<file path="src/rtl/sigmon_pkg.sv">
// Shared types and elaboration helpers for the signature monitor.
// Holds the run-state encoding and the accumulator width sanity check.
package sigmon_pkg;

  typedef enum logic [1:0] {
    IDLE = 2'd0,
    RUN  = 2'd1,
    DONE = 2'd2
  } sigmon_state_t;

  // The rotate step moves one bit above the sum and one below it, so two spare bits are needed.
  function automatic bit acc_width_ok(input int acc_w, input int data_w);
    return acc_w >= data_w + 2;
  endfunction

endpackage

</file>
<file path="src/rtl/sigmon_scrambler.sv">
// Combinational XOR fold of the captured seed with every probe word.
// Word k of the flattened probe bus lives at [k*DATA_W +: DATA_W].
module sigmon_scrambler #(
  parameter int DATA_W   = 8,
  parameter int N_PROBES = 12
) (
  input  logic [DATA_W-1:0]          seed,
  input  logic [N_PROBES*DATA_W-1:0] probes,
  output logic [DATA_W-1:0]          scr
);

  always_comb begin
    scr = seed;
    for (int k = 0; k < N_PROBES; k++) begin
      scr = scr ^ probes[k*DATA_W +: DATA_W];
    end
  end

endmodule

</file>
<file path="src/rtl/signature_monitor.sv">
// Self-test signature analyser: sweeps a stimulus counter, folds scrambled probe
// words into a rotate-and-add accumulator, and compares the result at the end of a run.
module signature_monitor
  import sigmon_pkg::*;
#(
  parameter int STIM_W   = 8,
  parameter int DATA_W   = 8,
  parameter int ACC_W    = 16,
  parameter int N_PROBES = 12
) (
  input  logic                       clk,
  input  logic                       reset,
  input  logic                       start,
  input  logic                       chain,
  input  logic                       clear,
  input  logic [DATA_W-1:0]          seed,
  input  logic [ACC_W-1:0]           expected,
  input  logic [N_PROBES*DATA_W-1:0] probes,
  output logic [STIM_W-1:0]          stimulus,
  output logic [ACC_W-1:0]           signature,
  output logic                       busy,
  output logic                       sig_valid,
  output logic                       match
);

  if (!acc_width_ok(ACC_W, DATA_W)) begin : g_bad_acc_w
    $error("signature_monitor: ACC_W must be at least DATA_W+2");
  end

  sigmon_state_t     state;
  logic [ACC_W-1:0]  acc;
  logic [DATA_W-1:0] seed_q;
  logic [DATA_W-1:0] scr;
  logic              stim_full;

  // Low word gets the modular sum; the whole word then rotates left by one.
  function automatic logic [ACC_W-1:0] rotate_add(input logic [ACC_W-1:0]  acc_in,
                                                 input logic [DATA_W-1:0] scr_in);
    logic [DATA_W-1:0] sum;
    sum = acc_in[DATA_W-1:0] + scr_in;
    return {acc_in[ACC_W-2:DATA_W], sum, acc_in[ACC_W-1]};
  endfunction

  sigmon_scrambler #(
    .DATA_W  (DATA_W),
    .N_PROBES(N_PROBES)
  ) u_scrambler (
    .seed  (seed_q),
    .probes(probes),
    .scr   (scr)
  );

  assign stim_full = &stimulus;
  assign signature = acc;

  always_ff @(posedge clk) begin
    if (reset) begin
      state     <= IDLE;
      stimulus  <= '0;
      acc       <= '0;
      seed_q    <= '0;
      busy      <= 1'b0;
      sig_valid <= 1'b0;
      match     <= 1'b0;
    end else begin
      sig_valid <= 1'b0;
      case (state)
        IDLE, DONE: begin
          if (start) begin
            state    <= RUN;
            stimulus <= '0;
            seed_q   <= seed;
            acc      <= chain ? acc : '0;
            match    <= 1'b0;
            busy     <= 1'b1;
          end else if (clear) begin
            state    <= IDLE;
            stimulus <= '0;
            acc      <= '0;
            match    <= 1'b0;
          end
        end
        RUN: begin
          // start and clear are deliberately ignored here; only reset aborts a run.
          if (stim_full) begin
            state     <= DONE;
            busy      <= 1'b0;
            sig_valid <= 1'b1;
            match     <= (acc == expected);
          end else begin
            acc      <= rotate_add(acc, scr);
            stimulus <= stimulus + 1'b1;
          end
        end
        default: begin
          state <= IDLE;
          busy  <= 1'b0;
        end
      endcase
    end
  end

endmodule
</file>
<file path="config.mk">
export PLATFORM = sky130hd
export DESIGN_NAME = signature_monitor
export DESIGN_NICKNAME = d
export VERILOG_FILES = /design/src/rtl/sigmon_pkg.sv /design/src/rtl/sigmon_scrambler.sv /design/src/rtl/signature_monitor.sv
export SDC_FILE = /design/constraint.sdc
export NUM_CORES = 1
export LEC_CHECK = 0
export CORE_AREA = 2 2 60 85
export DETAILED_ROUTE_END_ITERATION = 10
export DIE_AREA = 0 0 62 87
export DONT_BUFFER_PORTS = 1
export HOLD_SLACK_MARGIN = 0.12
export PLACE_DENSITY = 0.79
export SLEW_MARGIN = 20
export SYNTH_ARGS = -nofsm -noshare
export SYNTH_HDL_FRONTEND = slang
export SYNTH_HIERARCHICAL = 1
export SYNTH_SLANG_ARGS = --single-unit
</file>
<file path="constraint.sdc">
create_clock -name clk -period 3.4 [get_ports clk]
set_input_delay 0.51 -clock clk [delete_from_list [all_inputs] [get_ports clk]]
set_output_delay 0.51 -clock clk [all_outputs]
set_load 0.005 [all_outputs]
</file>
==> impl_results.md <==
* Outcome: complete, no violations
* Comb pwr share at 0.414
* Vias in the first global route at 2194
* Tcrit/Tclk final at 0.7820
* CP startpoint kind: input port
* Ys flop type: dfxtp_1
* Starting Density at 0.6200
* Initial DRT Pass Iterations at 4
* # Post-CTS Setup Buffers at 0
* WL met1 at 2104 um
* Num CTS Buffers at 5
* Sw frac at 0.3318
* Sequential share of power at 0.362
* Die Span Y at 87 um
* Crit-path slowest cell: or4_1
* Clock Skew at 5.997 ps
* Area share of the largest cell type after synthesis at 0.2546
* Max incr delay on CP at 460 ps
* Net count reported at finish at 441
* Slew headroom at 0.5621
* Layout cells sized above 1 at 0.04870
* Syn-to-layout area delta at 4.559%
* Via count at 2213
* Synth area leader: dfxtp_1
* First-pass GRT wire length at 9466 um
* GR Overflow Total at 0
* Drc violations at 0
* Clk network pwr share at 0.224
* Area contributors post-synth: dfxtp_1 (25%), xnor3_1 (19%), xnor2_1 (14%), xor2_1 (6.3%), a21oi_1 (5.8%)
* Worst path buffer plus inverter count at 0
* # rows at 30
* Final setup viols at 0
* Post-CTS Hold Fix Bufs at 0
* Crit Path Category: input port to flop
* Post-Synthesis Cells at 309
* Chip width at 62 um
* Total track usage at 0.2325
* Port bufs at 0
* DPL Wire Length at 4916 um
* Post_cts resized at 0
* Worst Path Required at 3620 ps
* Flop2flop setup slack at 790 ps
* Non-Filler Instances at 372
* Min Clock Period, post-route at 2659 ps
* Reg2reg start: seed_q[0]$_SDFFE_PP0N_
* Clock latency on the worst-skew pair at 290 ps
* HP Class: input port to flop
* Post-synthesis async set-or-reset flop share at 0
* Total wire length at 6200 um
* Setup_tns at 0 ps
* Hold_ws at 288.8 ps
* Wire length on met3 at 535 um
* CP cell instances: xor2_1 -> xnor3_1 -> xnor2_1 -> ha_1 -> fa_1 -> a211oi_1 -> nor2_1 -> or4_1 -> a21oi_1
* Sequential area share after synthesis at 0.2546
* Antenna diodes at 0
* Core ar. at 4692 um^2
* Initial DRC Count at 39
* Number of synthesized flops with an enable pin at 0
* DRT antenna net count at 0
* IO Pins at 152
* Crit path capture: signature[5]$_SDFFE_PP0P_
* Root Buffer: clkbuf_8
* Crit. End Element: flop
* Internal Power at 0.9163 mW
* WP depth at 9
* Most common cell after layout, fill and taps aside: xnor2_1
* Commonest cells after routing, fill and taps aside: xnor2_1 (46), nand2_1 (37), dfxtp_1 (37)
* Power Density at 450.8 nW/um^2
* Post-synth cell types at 40
* Met2 WL post-DR at 3446 um
* Wirelength per Cell at 16.67 um
* Total die area at 5394 um^2
* GPL Wtd Cong at 0.8015
* Slew Viols, Final at 0
* Worst Setup SP: probes[24]
* Leakage power at 1.239 nW
* Crit path arrival time at 2880 ps
* Clock sinks at 37
* Syn Nets at 443
* Reg2reg end: signature[5]$_SDFFE_PP0P_
* Highest routed layer: met4
* Cell area after synthesis at 2909 um^2
* Achievable Freq at 0.3761 GHz
* CTS tree: built
* Pin count of the biggest net entering global routing at 38
* Htree depth at 2
* Via-per-instance ratio at 5.949
* Reg2Reg Depth at 9
* Crit-path max FO at 3
* Fin. Hold Viols at 0
* Worst-path clk slew at 70 ps
* RSZ-0062 raised after global routing: false
* Switching power at 0.4549 mW
* Max Cap Violations at 0
* Dpl cells at 364
* Worst Tran Pin Value at 655.5 ps
* VDD IR max at 0.2974 mV
* Synth warn at 6
* Yosys reg bits at 37
* Max Buffers Root-to-Sink at 2
* Syn Area/Cell at 9.414 um^2
* Top Family by Delay on Critical Path: XOR/XNOR gates
* Initial antenna violation count at 0
-- cell usage after synthesis (all sizes together) (3+ instances only) --
master   n
xnor2   46
dfxtp   37
nand2   37
a21oi   35
xnor3   24
xor2    21
nor2    16
nand3b  12
nand3   11
ha       8
o21ai    8
buf      6
clkbuf   5
nor3     5
nand4    4
a31oi    3
nor4     3
or3      3
or4      3
-- metal layers --
metal | global-route usage | vias up
li1 | - | 1074
met2 | 0.4205 | 106
met4 | 0.08124 | 0
met3 | 0.07132 | 10
met1 | 0.2411 | 1023
met5 | 0 | -
-- worst register-to-register path, stage by stage (launching register included) --
cell and delay (ps):
dfxtp_1 330, xnor2_1 170, xnor3_1 260, xnor2_1 150
ha_1 210, fa_1 420, a211oi_1 320, nor2_1 80
or4_1 460, a21oi_1 150
-- flip-flops by register name, indices dropped and copies added, names as in the netlist --
signal	flops
sig_valid	1
signature	16
busy	1
state	2
match	1
seed_q	8
stimulus	8
-- power groups by stage --
| stage | clock, mW | combinational (mW) | sequential (mW) |
|---|---|---|---|
| 2_1_floorplan | 0 | 0.496 | 0.492 |
| 3_3_place_gp | 0 | 0.552 | 0.507 |
| 3_5_place_dp | 0 | 0.563 | 0.507 |
| 4_1_cts | 0.315 | 0.568 | 0.497 |
| 5_1_grt | 0.335 | 0.632 | 0.500 |
| 6_report | 0.307 | 0.568 | 0.496 |
-- kinds of logic (layout without fill, tap and decap cells) --
group,count (synthesis),count (layout),synth area share
multiplexers,2,2,0.006882
AND/OR/NAND/NOR,99,99,0.1686
adder cells (fa/ha/maj),9,9,0.04129
buffers and inverters,12,11,0.01978
AO/OA/AOI/OAI,59,59,0.1213
flip-flops,37,37,0.2546
XOR/XNOR,91,91,0.3875
-- worst min-delay path by stage --
| stage | cells past startpoint | endpoint | slack [ps] | startpoint |
|---|---|---|---|---|
| 3_3_place_gp | 2 | seed_q[4]$_SDFFE_PP0N_ | 450 | seed_q[4]$_SDFFE_PP0N_ |
| 4_1_cts | 1 | signature[9]$_SDFFE_PP0P_ | 270 | reset |
| 2_1_floorplan | 2 | seed_q[0]$_SDFFE_PP0N_ | 450 | seed_q[0]$_SDFFE_PP0N_ |
| 3_5_place_dp | 2 | seed_q[3]$_SDFFE_PP0N_ | 460 | seed_q[3]$_SDFFE_PP0N_ |
| 5_1_grt | 1 | stimulus[1]$_SDFFE_PP0P_ | 270 | reset |
| 6_report | 1 | stimulus[7]$_SDFFE_PP0P_ | 290 | reset |
-- stage by stage --
stage	util	total power [mW]	setup slack [ps]	cell area, um^2
floorplan	-	0.9875	576.9	2909
global placement	0.6288	1.059	495.9	2950
detailed placement	0.6288	1.070	452.4	2950
CTS	0.6483	1.380	743.0	3042
global route	0.6483	1.466	575.7	3042
finish	0.6483	1.371	741.1	3042
-- area by class of cell --
cell class / count / area, um^2
inverter: 1 / 3.754
clock buffer: 5 / 68.82
multi-input combinational: 260 / 2111
fill: 379 / 1650
tap: 64 / 80.08
sequential: 37 / 740.7
timing repair buffer: 2 / 15.01
clock inverter: 3 / 22.52
Note: power is estimated with default switching activity, not from simulation.
